===== src/rtl/cache_pkg.sv =====
// cache_pkg: shared widths, burst state encoding and address composition for the line transfer path
package cache_pkg;
  localparam int DEF_TAG_W      = 25;
  localparam int DEF_LINE_W     = 3;
  localparam int DEF_WORD_W     = 3;
  localparam int WORDS_PER_LINE = 1 << DEF_WORD_W;
  typedef enum logic {S_IDLE, S_BURST} state_t;
  function automatic logic [31:0] compose_addr(
    input logic [DEF_TAG_W-1:0]  tag,
    input logic [DEF_LINE_W-1:0] line,
    input logic [DEF_WORD_W-1:0] word
  );
    return {tag, line, word, 1'b0};
  endfunction
endpackage


===== src/rtl/cache_encode.sv =====
// cache_encode: packs tag/line/word into a halfword-aligned byte address (inverse of the address decoder)
module cache_encode import cache_pkg::*; #(
  parameter int TAG_W  = DEF_TAG_W,
  parameter int LINE_W = DEF_LINE_W,
  parameter int WORD_W = DEF_WORD_W
) (
  input  logic [TAG_W-1:0]  tag,
  input  logic [LINE_W-1:0] line_id,
  input  logic [WORD_W-1:0] word_id,
  output logic [31:0]       addr
);
  assign addr = {tag, line_id, word_id, 1'b0};
endmodule


===== src/rtl/cache_line_addr_gen.sv =====
// cache_line_addr_gen: emits one beat address per word of a cache line, critical word first,
// wrapping within the line, for refill and writeback bursts.
module cache_line_addr_gen import cache_pkg::*; #(
  parameter int TAG_W  = DEF_TAG_W,
  parameter int LINE_W = DEF_LINE_W,
  parameter int WORD_W = DEF_WORD_W
) (
  input  logic              clk,
  input  logic              rst_n,
  input  logic              req_valid,
  output logic              req_ready,
  input  logic [TAG_W-1:0]  req_tag,
  input  logic [LINE_W-1:0] req_line_id,
  input  logic [WORD_W-1:0] req_word_id,
  input  logic              req_write,
  output logic              mem_addr_valid,
  input  logic              mem_addr_ready,
  output logic [31:0]       mem_addr,
  output logic [WORD_W-1:0] mem_word_id,
  output logic              mem_write,
  output logic              mem_last,
  output logic              done
);
  localparam int WORDS = 1 << WORD_W;
  localparam logic [WORD_W-1:0] LAST_BEAT = WORD_W'(WORDS - 1);
  localparam logic [WORD_W-1:0] PRE_LAST  = WORD_W'(WORDS - 2);
  state_t              r_state;
  logic [TAG_W-1:0]    r_tag;
  logic [LINE_W-1:0]   r_line;
  logic [WORD_W-1:0]   r_word;
  logic [WORD_W-1:0]   r_beat;
  logic                r_write;
  logic                r_last;
  logic                r_done;
  logic [31:0]         w_addr;
  cache_encode #(.TAG_W(TAG_W), .LINE_W(LINE_W), .WORD_W(WORD_W)) u_enc (
    .tag(r_tag), .line_id(r_line), .word_id(r_word), .addr(w_addr)
  );
  assign req_ready      = r_state == S_IDLE;
  assign mem_addr_valid = r_state == S_BURST;
  assign mem_addr       = w_addr;
  assign mem_word_id    = r_word;
  assign mem_write      = r_write;
  assign mem_last       = r_last;
  assign done           = r_done;
  always_ff @(posedge clk or negedge rst_n) begin
    if (!rst_n) begin
      r_state <= S_IDLE;
      r_tag   <= '0;
      r_line  <= '0;
      r_word  <= '0;
      r_beat  <= '0;
      r_write <= 1'b0;
      r_last  <= 1'b0;
      r_done  <= 1'b0;
    end else begin
      r_done <= 1'b0;
      if (r_state == S_IDLE) begin
        if (req_valid) begin
          r_state <= S_BURST;
          r_tag   <= req_tag;
          r_line  <= req_line_id;
          r_word  <= req_word_id;
          r_write <= req_write;
          r_beat  <= '0;
          r_last  <= 1'b0;
        end
      end else if (mem_addr_ready) begin
        // word index wraps inside the line so the critical word goes out first
        r_word <= r_word + WORD_W'(1);
        r_beat <= r_beat + WORD_W'(1);
        r_last <= r_beat == PRE_LAST;
        if (r_beat == LAST_BEAT) begin
          r_state <= S_IDLE;
          r_done  <= 1'b1;
          r_last  <= 1'b0;
        end
      end
    end
  end
endmodule


===== config.mk =====
export PLATFORM = sky130hd
export DESIGN_NAME = cache_line_addr_gen
export DESIGN_NICKNAME = d
export VERILOG_FILES = /design/src/rtl/cache_pkg.sv /design/src/rtl/cache_encode.sv /design/src/rtl/cache_line_addr_gen.sv
export SDC_FILE = /design/constraint.sdc
export NUM_CORES = 1
export LEC_CHECK = 0
export CORE_MARGIN = 10
export CORE_UTILIZATION = 30
export CTS_BUF_LIST = sky130_fd_sc_hd__clkbuf_8
export CTS_CLUSTER_DIAMETER = 100
export DETAILED_ROUTE_END_ITERATION = 12
export GPL_TIMING_DRIVEN = 0
export PLACE_DENSITY_LB_ADDON = 0.05
export SYNTH_ARGS = -nofsm -noshare
export SYNTH_HDL_FRONTEND = slang
export SYNTH_SLANG_ARGS = --single-unit

===== constraint.sdc =====
create_clock -name clk -period 2.59 [get_ports clk]
set_input_delay 0.6475 -clock clk [delete_from_list [all_inputs] [get_ports clk]]
set_output_delay 0.6475 -clock clk [all_outputs]
set_load 0.005 [all_outputs]

### Word-level counts from Yosys, hierarchy flattened

Index checks and enable logic that the tools add are counted.

| word-level totals | value |
|---|---|
| flip-flop bits (word level) | 38 |
| input port bits | 36 |
| output and inout port bits | 40 |
| logic and storage cells | 34 |

| operators by class | value |
|---|---|
| $add $sub $neg | 2 |
| equal/unequal tests | 3 |
| mux-type cells | 17 |
| bitwise logic cells | 1 |
| reductions and logical operators | 3 |

Operator list:

| operator | number |
|---|---|
| $mux W3 | 6 |
| $mux W1 | 11 |
| $add A3 B1 Y3 const B | 2 |
| $eq A3 B3 Y1 const B | 2 |
| $reduce_and A2 Y1 | 2 |
| $ne A2 B2 Y1 const B | 1 |
| $reduce_bool A2 Y1 | 1 |
| $not A1 Y1 | 1 |

### Depth between registers and ports, before layout

| depth | value |
|---|---|
| depth in word-level cells | 4 |
| mapped depth | 4 |
| depth with buffers taken out | 4 |

### By module

A second synthesis with hierarchy kept.

| unflattened totals | value |
|---|---|
| cells, all modules | 136 |
| area, all modules | 1946.9 sq um |

By module, submodules not included:

| module | times used | cells an instance | area an instance (sq um) | seq. area each (sq um) |
|---|---|---|---|---|
| cache_line_addr_gen | 1 | 103 | 1702.9 | 950.9 |
| cache_encode | 1 | 33 | 244.0 | 0.0 |

### Least setup slack after synthesis

No wires, ideal clock.

| timing | value |
|---|---|
| path kind | input -> register |
| start point | input req_valid |
| end point | register r_tag[13] |
| library setup time | 125 ps |
| arrival time | 1288 ps |
| data required time | 2465 ps |
| path slack | 1177 ps |
| stages | 3 |
| buffers on the path | 1 |
| cell sequence | nor2b_4 > clkbuf_8 > mux2_2 |

| on the way | value |
|---|---|
| cells in the longest elaborated chain, start to end | 1 |

Ends and longest elaborated chain:

| item | line | RTL |
|---|---|---|
| start: declaration | cache_line_addr_gen.sv:10 | `input logic req_valid,` |
| $reduce_and A2 Y1 (no source line) | n/a |  |
| end signal: assignment | cache_line_addr_gen.sv:61 | `r_tag <= req_tag;` |
| end: declaration | cache_line_addr_gen.sv:28 | `logic [TAG_W-1:0] r_tag;` |

Every way passes these cells.
A chain may end at the register's enable or synchronous reset.

### Worst setup path in the final report

| timing | value |
|---|---|
| start point | register r_state, in the netlist mem_addr_valid |
| end point | output req_ready |

| on the way | value |
|---|---|
| cells in the longest elaborated chain, start to end | 1 |

Ends and longest elaborated chain:

| item | line | RTL |
|---|---|---|
| start: declaration | cache_line_addr_gen.sv:27 | `state_t r_state;` |
| start signal: assignment | cache_line_addr_gen.sv:48 | `r_state <= S_IDLE;` |
| start signal: assignment | cache_line_addr_gen.sv:60 | `r_state <= S_BURST;` |
| start signal: assignment | cache_line_addr_gen.sv:74 | `r_state <= S_IDLE;` |
| $not A1 Y1 (no source line) | n/a |  |
| end: declaration | cache_line_addr_gen.sv:11 | `output logic req_ready,` |

Every way passes these cells.

==> out/metrics.cfg <==
[flow_run]
cap_violations=0

[status]
status=complete, no violations

[die]
die_w_um=93.3
pin_count=76
die_h_um=93.3
die_area_um2=8700
core-area_um2=5170
num_rows=26
initial_core_util_pct=31.1

[synth]
ys_types=23
yosys-top-cells-area=dfrtp_1 59%, mux2_2 20%, ha_1 3.1%
synthFlopType=dfrtp_1
syn_nets=147
synth_fa_ha_area_share_pct=3.11
synth_cells=107
synth_compound_area_share_pct=3.65
synth-seq-cells=38
yosys.area_share.simple_pct=4.43
synth_area_um2=1610
yosysWarningCount=0
synth_edf_count=0
yosysTopAreaCell=dfrtp_1
avgSynthCellArea_um2=15.0
synthXorXnorAreaFrac_pct=0
synth_mux_area_share_pct=23.4
synth_top_area_share_pct=59.1
synth_seq_area_share_pct=59.1
synth-async-reset-ratio_pct=100
synth_top_family_by_area=multiplexers

[timing]
timing.fmax_ghz=0.463
timing.hold.ws_ns=0.468
finalSetupViolCount=0
worst_slack_ns=0.431
final.period_utilization_pct=83.4
rsz0062_at_grt=no
period_needed_ns=2.16
drv_slew=0
relSlewSlack_pct=43.8
worstMarginPinSlew_ns=0.843
skew_ns=0.00530
finalHoldViolations=0

[grt]
grt.total_usage_pct=9.43
grt_max_degree=39
grt_first_pass_wirelength_um=6460
antenna_found_initial=0
grt_pass1_vias=1222
grt_overflow=0

[drt]
vias=1099
ant_nets=0
first_pass_iters=4
drt_wl_total_um=3910
drc_errors=0
vias_per_cell=4.29
avgRoutedWirePerCell_um=15.3
drt_first_iter_violations=14

[power]
ir_drop_v=0.000399
seq_power_share_pct=41.0
power.leakage_nw=1.11
switching_share_pct=25.9
p_comb_share_pct=43.7
p_int_mw=1.85
power_mw=2.50
power_density_nw_per_um2=998
power_frac_clock_pct=15.3
netSwitchingPower_mw=0.649

[clock_network]
cts_max_path_buffers=2
root_buffer=clkbuf_8
clkTransAtPathRegs_ns=0.07
clkLatencyLatePin_ns=0.28
hold_buffers=0
cts_sinks=38
htree_levels=2
post_cts_resized=0
cts_setup_buffers=0
cts_made_buffers=5
cts_tree=built

[place]
dp_hpwl_um=3090
post-place-ws_ns=0.411
place.port_buffers=73
place.gp.congestion=0.720
dp_cells=250

[critical_path]
crit_required_ns=1.94
start_kind=flop
reg2reg_slack_ns=1.31
cp_slowest_stage_delay_ns=0.51
crit_chain=buf_4, inv_1, clkdlybuf4s50_1
critPathKind=reg -> out
slowest_stage=clkdlybuf4s50_1
end_kind=primary output
cp_max_fo=10
cp.arrival_ns=1.51

[layout]
n_antenna_cell=0
multiInputGateArea_um2=561
drive_gt1_share_pct=24.7
regArea_um2=951
fin_nets=227
fin_util_pct=48.5
stdcell_count=256
num-fill-cells=472
area_growth_pct=55.6

[hold_path]
hold_class=in -> async

critical path, delay by kind of cell (launching register included):
kind                   cells  cell delay, ns
DFF                        1            0.45
buffers and inverters      3            0.79
power by group through the flow:
stage / logic, mW / registers [mW] / clock network (mW)
2_1_floorplan: 0.390 / 1.05 / 0
3_3_place_gp: 1.11 / 1.02 / 0
3_5_place_dp: 1.13 / 1.04 / 0
4_1_cts: 1.13 / 1.03 / 0.403
5_1_grt: 1.20 / 1.07 / 0.434
6_report: 1.09 / 1.03 / 0.383
cells in the mapped netlist (all sizes together), types with 2 or more instances:
library cell   n
nor2b          2
mux2          29
and3           2
nor2           2
clkbuf         3
nand2          2
inv            4
dfrtp         38
buf            6
mux2i          5
ha             4
a221oi         2
o2bb2ai        2
state kept, by name, summed over array words and instances (netlist names):
name,flops
r_tag,25
mem_word_id,3
mem_write,1
mem_last,1
r_beat,3
mem_addr_valid,1
done,1
r_line,3
logic make-up after synthesis:
kind of cell	count (synthesis)
simple gates	11
flops	38
compound gates	6
fa+ha+maj	4
other cells	1
mux	34
buf+inv	13
layout make-up:
cell class | instances | share of cell area [%]
plain buffers | 9 | 3.34
clock buffers | 6 | 3.30
well taps | 70 | 3.49
flip-flops and latches | 38 | 37.9
inverters | 4 | 0.599
repair buffers | 73 | 29.0
multi-input cells | 56 | 22.4
per-layer routing:
metal | global-route usage (%) | routed length (um) | vias up
met4 | 3.47 | 51 | 0
met1 | 10.1 | 1490 | 520
met5 | 0 | 0 | -
met3 | 4.80 | 439 | 6
li1 | - | - | 529
met2 | 15.5 | 1930 | 44
final timing paths:
path | endpoint | cells after the start | from
max | req_ready | 3 | mem_addr_valid
min | mem_write | 1 | rst_n
max reg2reg | r_tag[18] | 3 | mem_addr_valid
min reg2reg | r_tag[10] | 1 | r_tag[10]
max in group asynchronous | r_tag[22] | 1 | rst_n
min in group clk | r_tag[10] | 1 | r_tag[10]
stage by stage:
stage	setup TNS (ns)	instance area, um^2
4_1_cts	0	2510
3_3_place_gp	-0.479	2430
5_1_grt	0	2510
6_report	0	2510
3_5_place_dp	0	2420
2_1_floorplan	0	1610
layout by cell type (no fill, tap or decap), drive strengths merged, types with 2 or more instances in the layout:
master / Yosys / layout
clkdlybuf4s50: 0 / 72
dfrtp: 38 / 38
mux2: 29 / 29
clkbuf: 3 / 9
buf: 6 / 7
mux2i: 5 / 5
inv: 4 / 4
ha: 4 / 4
nor2: 2 / 2
and3: 2 / 2
o2bb2ai: 2 / 2
nand2: 2 / 2
nor2b: 2 / 2
a221oi: 2 / 2
Note: power is estimated with default switching activity, not from simulation.
